--- src/rtl/branch_predictor.sv ---
`default_nettype none
// ============================================================================
//  Module   : branch_predictor
//  Purpose  : Direct-mapped branch target buffer with 2-bit saturating
//             direction counters. It predicts at fetch and detects
//             mispredictions when a branch or jump resolves in EX. It also
//             keeps saturating branch and mispredict counters.
//  Ports    :
//    clk                    rising-edge clock
//    reset                  asynchronous active-low reset
//    pcF                    fetch PC to look up
//    hitF/predtakenF/       combinational lookup result for pcF
//      predtargetF
//    updE, pcE, takenE,     resolution of a branch/jump in EX
//      targetE, isjumpE
//    predtakenE/predtargetE prediction carried down with the instruction
//    inval                  synchronous invalidate-all
//    mispredictE/recoverE   redirect request and correct next PC
//    brcnt/misscnt          resolved-branch / mispredict counters
//  Revision : 1.0  initial release
// ============================================================================
module branch_predictor #(
    parameter int ENTRIES = 16,
    parameter int PCW     = 32,
    parameter int CNTW    = 16
) (
    input  logic            clk,
    input  logic            reset,
    input  logic [PCW-1:0]  pcF,
    output logic            hitF,
    output logic            predtakenF,
    output logic [PCW-1:0]  predtargetF,
    input  logic            updE,
    input  logic [PCW-1:0]  pcE,
    input  logic            takenE,
    input  logic [PCW-1:0]  targetE,
    input  logic            isjumpE,
    input  logic            predtakenE,
    input  logic [PCW-1:0]  predtargetE,
    input  logic            inval,
    output logic            mispredictE,
    output logic [PCW-1:0]  recoverE,
    output logic [CNTW-1:0] brcnt,
    output logic [CNTW-1:0] misscnt
);

    localparam int              c_iw       = $clog2(ENTRIES);
    localparam int              c_tw       = PCW - c_iw - 2;
    localparam logic [PCW-1:0]  c_pc_step  = PCW'(4);
    localparam logic [CNTW-1:0] c_cnt_one  = CNTW'(1);
    localparam logic [1:0]      c_ctr_max  = 2'b11;
    localparam logic [1:0]      c_ctr_min  = 2'b00;
    localparam logic [1:0]      c_ctr_wt   = 2'b10;
    localparam logic [1:0]      c_ctr_rst  = 2'b01;

    // Entry storage
    logic [ENTRIES-1:0] r_valid;
    logic [c_tw-1:0]    r_tag    [ENTRIES];
    logic [PCW-1:0]     r_target [ENTRIES];
    logic [1:0]         r_ctr    [ENTRIES];

    logic [CNTW-1:0]    r_brcnt;
    logic [CNTW-1:0]    r_misscnt;

    // Fetch-side lookup
    logic [c_iw-1:0]    w_idxF;
    logic [c_tw-1:0]    w_tagF;
    logic               w_hitF;

    // Execute-side index/tag and hit against pre-update state
    logic [c_iw-1:0]    w_idxE;
    logic [c_tw-1:0]    w_tagE;
    logic               w_hitE;
    logic               w_mispredict;
    logic [1:0]         w_ctrE;

    // Instruction-aligned PCs: the byte offset bits never address the table
    logic               w_unused_pcf_lsb;
    assign w_unused_pcf_lsb = &{1'b0, pcF[1:0]};

    assign w_idxF = pcF[c_iw+1:2];
    assign w_tagF = pcF[PCW-1:c_iw+2];
    assign w_hitF = r_valid[w_idxF] && (r_tag[w_idxF] == w_tagF);

    assign hitF        = w_hitF;
    assign predtakenF  = w_hitF & r_ctr[w_idxF][1];
    assign predtargetF = w_hitF ? r_target[w_idxF] : '0;

    assign w_idxE = pcE[c_iw+1:2];
    assign w_tagE = pcE[PCW-1:c_iw+2];
    assign w_hitE = r_valid[w_idxE] && (r_tag[w_idxE] == w_tagE);
    assign w_ctrE = r_ctr[w_idxE];

    // A taken branch that was predicted taken can still be wrong if the
    // stored target went stale (e.g. an aliasing entry or a changed jr).
    assign w_mispredict = updE & ((predtakenE != takenE) |
                                  (takenE & predtakenE & (predtargetE != targetE)));

    assign mispredictE = w_mispredict;
    assign recoverE    = takenE ? targetE : (pcE + c_pc_step);

    assign brcnt   = r_brcnt;
    assign misscnt = r_misscnt;

    // Table update. Invalidate wins over a same-cycle update and touches
    // only the valid bits, so counters/tags/targets survive it.
    always_ff @(posedge clk or negedge reset) begin
        if (!reset) begin
            r_valid <= '0;
            for (int i = 0; i < ENTRIES; i++) begin
                r_tag[i]    <= '0;
                r_target[i] <= '0;
                r_ctr[i]    <= c_ctr_rst;
            end
        end else if (inval) begin
            r_valid <= '0;
        end else if (updE) begin
            if (w_hitE) begin
                if (isjumpE) begin
                    r_ctr[w_idxE]    <= c_ctr_max;
                    r_target[w_idxE] <= targetE;
                end else if (takenE) begin
                    if (w_ctrE != c_ctr_max) begin
                        r_ctr[w_idxE] <= w_ctrE + 2'b01;
                    end
                    r_target[w_idxE] <= targetE;
                end else if (w_ctrE != c_ctr_min) begin
                    r_ctr[w_idxE] <= w_ctrE - 2'b01;
                end
            end else if (takenE) begin
                // Allocate, evicting whatever aliased into this slot
                r_valid[w_idxE]  <= 1'b1;
                r_tag[w_idxE]    <= w_tagE;
                r_target[w_idxE] <= targetE;
                r_ctr[w_idxE]    <= isjumpE ? c_ctr_max : c_ctr_wt;
            end
        end
    end

    // Saturating performance counters; only reset clears them
    always_ff @(posedge clk or negedge reset) begin
        if (!reset) begin
            r_brcnt   <= '0;
            r_misscnt <= '0;
        end else begin
            if (updE && (r_brcnt != '1)) begin
                r_brcnt <= r_brcnt + c_cnt_one;
            end
            if (w_mispredict && (r_misscnt != '1)) begin
                r_misscnt <= r_misscnt + c_cnt_one;
            end
        end
    end

endmodule
`default_nettype wire

--- config.mk ---
export PLATFORM = sky130hd
export DESIGN_NAME = branch_predictor
export DESIGN_NICKNAME = d
export VERILOG_FILES = /design/src/rtl/branch_predictor.sv
export SDC_FILE = /design/constraint.sdc
export NUM_CORES = 2
export LEC_CHECK = 0
export CAP_MARGIN = 10
export CELL_PAD_IN_SITES_DETAIL_PLACEMENT = 0
export CELL_PAD_IN_SITES_GLOBAL_PLACEMENT = 1
export CORE_MARGIN = 1
export CORE_UTILIZATION = 30
export CTS_CLUSTER_DIAMETER = 100
export DETAILED_ROUTE_END_ITERATION = 12
export PLACE_DENSITY = 0.63
export SLEW_MARGIN = 20
export SYNTH_ARGS = -nofsm -noshare
export SYNTH_HDL_FRONTEND = slang
export SYNTH_SLANG_ARGS = --single-unit
--- constraint.sdc ---
create_clock -name clk -period 12.2 [get_ports clk]
set_input_delay 2.44 -clock clk [delete_from_list [all_inputs] [get_ports clk]]
set_output_delay 2.44 -clock clk [all_outputs]
set_load 0.01 [all_outputs]
# After elaboration in Yosys (flattened, before gate mapping)
# Index checks and enable logic that the tools add are counted.
# op_classes
add_sub_neg,5
n_lt_le_gt_ge,6
eq_ne,9
mux,48
n_bitwise,11
n_reduce_logical,15
# op_table
operator,count
2-to-1 mux 512 bit,3
bitwise mux 512 bit,1
bitwise mux 416 bit,1
2-to-1 mux 32 bit,11
binary-select mux 26 bit (select 4 bit),2
2-to-1 mux 26 bit,5
binary-select mux 32 bit (select 4 bit),1
demux 32 bit (select 4 bit),1
demux 26 bit (select 4 bit),1
bitwise mux 32 bit,3
2-to-1 mux 16 bit,4
equality test 26 bit,2
adder 16 x 1 -> 16 bit (second input constant),2
adder 32 x 3 -> 32 bit (second input constant),1
inequality test 16 bit (second input constant),2
inequality test 32 bit,1
OR 32 bit,1
binary-select mux 2 bit (select 4 bit),2
OR 16 bit,1
>= comparator 5 bit (second input constant),2
< comparator 4 x 5 -> 1 bit (second input constant),2
2-to-1 mux 2 bit,5
NOT 4 -> 5 bit,2
binary-select mux 1 bit (select 4 bit),2
other kinds (20),36
# totals
ff_bits,1008
inputBits,135
output_inout_bits,99
wordCells,145

# Logic depth before layout (Yosys ltp)
# depth
word_depth,10
mapped_depth,16
ltp_nobuf,10

# Least setup slack after synthesis
# Ideal clock, no wire load.
# synth_timing
kind,input port to output port
start,input port pcF[2]
end,output port predtakenF
arrival_time_ps,5695
t_required_ps,9760
slack_ps,4065
stages,9
path_buffers,6
cell_sequence,clkbuf_1 buf_1 buf_2 clkbuf_1 buf_2 buf_1 mux4_2 mux4_2 nor2b_1
# synth_between
elab_chain_cells,7
word_cells_on_any_way,12
cone_classes,eq/ne (1); mux (8); bitwise (2); reduce/logical (1)
# synth_rtl
item,line_no,rtl
"start, declared",29,"input logic [PCW-1:0] pcF,"
NOT 4 -> 5 bit (not written as such),"83, 86",
binary-select mux 26 bit (select 4 bit),83,assign w_hitF = r_valid[w_idxF] && (r_tag[w_idxF] == w_tagF);
2-to-1 mux 26 bit (not written as such) (2 in a row),83,
equality test 26 bit,83,
logical AND 1 bit,83,
AND 1 bit (*),86,assign predtakenF = w_hitF & r_ctr[w_idxF][1];
"end, declared",31,"output logic predtakenF,"
# Mark *: on every way between the ends. The rest lies on a longest branch, timed or not. The select of a mux whose other input is x is not followed.

# Final worst setup path
# layout_timing
start,input port pcF[2]
end,output port predtargetF[6]
# layout_between
elab_chain_cells,7
word_cells_on_any_way,12
cone_classes,eq/ne (1); mux (9); bitwise (1); reduce/logical (1)
# layout_rtl
item,line_no,rtl
NOT 4 -> 5 bit (not written as such),"83, 87",
binary-select mux 26 bit (select 4 bit),83,
2-to-1 mux 26 bit (not written as such) (2 in a row),83,
equality test 26 bit,83,
logical AND 1 bit,83,
2-to-1 mux 32 bit (*),87,assign predtargetF = w_hitF ? r_target[w_idxF] : '0;
"end, declared",32,"output logic [PCW-1:0] predtargetF,"
# Marked as above.

==> summary.txt <==
crit path from -> pcF[2]
Area Overhead vs Synth -> 16.49%
H-tree depth -> 3
remaining global-route overflow -> 0
Setup Crit Path Kind -> input port to output port
most frequent cells in the layout -> dfrtp_1 (992), mux2_2 (812), mux4_2 (382)
CTS resizes -> 0
Highest Clock Rate -> 108.0 MHz
first-pass GRT wire length -> 249400 µm
DPL Wire Length -> 102300 µm
power per cell area -> 151.9 nW/µm²
synth unique cells -> 69
maximum vdd drop -> 0.1365 mV
CTS Sinks -> 1008
outcome -> complete, no violations
Die Ht -> 417.1 µm
max cap viols -> 0
CTS root buf -> clkbuf_16
Power, Total -> 0.009146 W
CTS max path bufs -> 3
R2R cell count -> 10
Tmin final -> 9261 ps
internal power -> 0.006678 W
GRT Max-Usage Layer -> met2
fin crit share -> 0.7591
Clk Latency, worst-skew pair -> 820 ps
hold path startpoint -> r_ctr[10]
Detailed Route WL -> 168900 µm
sequential share of power -> 0.446
Synth area leader -> dfrtp_1
setup_tns -> 0 ps
worst-margin pin slew -> 1206 ps
largest net degree at the start of global routing -> 171
Via density -> 5.392
Hold Crit Depth -> 2
ranking of synthesized cells by area -> dfrtp_1 (48%), mux2_2 (18%), mux4_2 (17%), o21ai_0 (2.3%), xnor2_1 (1.9%)
logic gate share of total power -> 0.166
final-report max-slew violation count -> 0
ANT nets after route -> 0
DP Worst Slack -> 2786 ps
I/O pins -> 234
most common cell after layout, fill and taps aside -> dfrtp_1
Total Nets Final -> 3873
Routed wire per std cell -> 27.56 µm
cell row count -> 151
worst r2r src -> r_tag[328]
met2 usage -> 0.3137
sw power -> 0.002468 W
share of cells above drive strength 1 -> 0.4062
Final Cell Area -> 60220 µm²
CP Data Required Time -> 9760 ps
via count -> 33.05k
Setup Viol. Count Final -> 0
Post-Syn Instances -> 3632
GRT Util Overall -> 0.1943
Syn. warnings -> 0
Core Util, Final -> 0.3538
number of flops mapped to enable cells by yosys -> 0
core box area -> 170200 µm²
Net Sw Frac -> 0.2699
die area -> 174000 µm²
critical path capture point type -> output port
initial core utilization -> 0.3037
element type at the critical path start -> input port
Port-buffer cells -> 231
die extent in x -> 417.1 µm
Syn Area/Cell -> 14.23 µm²
GR met3 Demand/Resource -> 0.02843
setup ws final -> 2939 ps
Hold Violations, Final -> 0
vias in the first global route -> 34.34k
synthesis-stage register bit count -> 1008
crit path DAT -> 6820 ps
initial antenna violation count -> 14
Seq/Total Area, Yosys -> 0.4883
TritonCTS Buffers -> 117
Pleak -> 25.91 nW
Reg clk slew, reported paths -> 60 ps
Worst Skew -> 113.7 ps
Hold Path Class -> flop to flop
syn nets -> 3776
Hold Buf Count CTS -> 0
ys flop type -> dfrtp_1
# DRC -> 0
TritonCTS clock tree -> built
placer congestion estimate -> 0.8433
Synth top area share -> 0.4802
RSZ-0062 raised after global routing -> false
Post-Syn Area -> 51690 µm²
clock share of power -> 0.388
Slew Limit Headroom -> 0.1954
Starting DRT DRC Count -> 2764
DRT Pass-1 Iters -> 6
Setup Buffers After CTS -> 0
ys async rst share -> 1.000
dpl cell area -> 56240 µm²
met1 Usage GRT -> 0.2629
CP max FO -> 57
==> worst paths after layout <==
check,slack (ps),end
worst max-delay path,2940,predtargetF[6]
worst min-delay path,470,r_ctr[10]
worst max register to register,7110,r_target[153]
worst min register to register,470,r_ctr[10]
max in group asynchronous,8270,r_target[94]
min in group asynchronous,1730,r_tag[204]
==> layer usage <==
layer	up-vias	wire [µm]
li1	13817	-
met1	17853	72170
met2	1062	80880
met3	309	8844
met4	4	6966
met5	-	31
==> stage by stage <==
step / instances / hold WS (ps)
2_1_floorplan: 3632 / 442.3
3_3_place_gp: 5905 / 454.7
3_5_place_dp: 5905 / 458.4
4_1_cts: 6123 / 472.0
5_1_grt: 6127 / 490.8
6_report: 6129 / 473.6
==> area by class of cell <==
cell class                 count  area [µm²]
fill                       16406      110000
antenna                        6       15.01
clock inverter                36       451.7
tap                         2295        2872
inverter                      52       195.2
sequential                  1008       25240
multi-input combinational   2211       24740
clock buffer                 182        3512
timing repair buffer         339        3196
==> state kept, by name (all words and copies together), names as in the netlist <==
signal,cells
r_valid,16
r_ctr,32
brcnt,16
r_tag,416
r_target,512
misscnt,16
==> cell usage after synthesis, types with 9 or more instances <==
cell,n
dfrtp_1,992
mux2_2,812
mux4_2,382
o21ai_0,239
clkbuf_1,207
xnor2_1,111
nand2_1,102
mux2i_1,95
nand3_1,57
buf_2,52
inv_1,51
buf_1,47
buf_4,45
nor2b_1,45
nand4_1,43
nor2_1,38
mux2_1,35
xor2_1,31
a21oi_1,20
a22oi_1,20
dfstp_2,16
o22ai_1,16
nor4_1,15
a22o_1,14
a31oi_1,11
and2_1,11
and3_1,11
buf_6,10
nor3_1,10
ha_1,9
==> critical path, stage by stage <==
cell and delay [ps]:
buf_8 520, buf_4 790, mux4_2 600, mux4_2 560
xnor2_1 170, nand4_1 240, nor2_1 170, nand4_1 100
buf_4 280, nor2b_1 220, clkdlybuf4s50_1 560
==> power groups by stage <==
stage | Sequential, W | Clock, W | Combinational [W]
6_report | 0.00408 | 0.00355 | 0.00151
5_1_grt | 0.00414 | 0.00377 | 0.00162
4_1_cts | 0.00407 | 0.00363 | 0.00153
3_5_place_dp | 0.00413 | 0 | 0.00152
3_3_place_gp | 0.00411 | 0 | 0.00150
2_1_floorplan | 0.00404 | 0 | 0.00103
==> logic make-up after synthesis <==
| family | count (synthesis) | synth area share |
|---|---|---|
| XOR/XNOR | 142 | 0.02406 |
| adder cells (fa/ha/maj) | 9 | 0.002178 |
| flip-flops | 1008 | 0.4883 |
| AND/OR/NAND/NOR | 368 | 0.03824 |
| AO/OA/AOI/OAI | 368 | 0.04190 |
| multiplexers | 1324 | 0.3693 |
| buffers and inverters | 413 | 0.03597 |
Note: power is estimated with default switching activity, not from simulation.
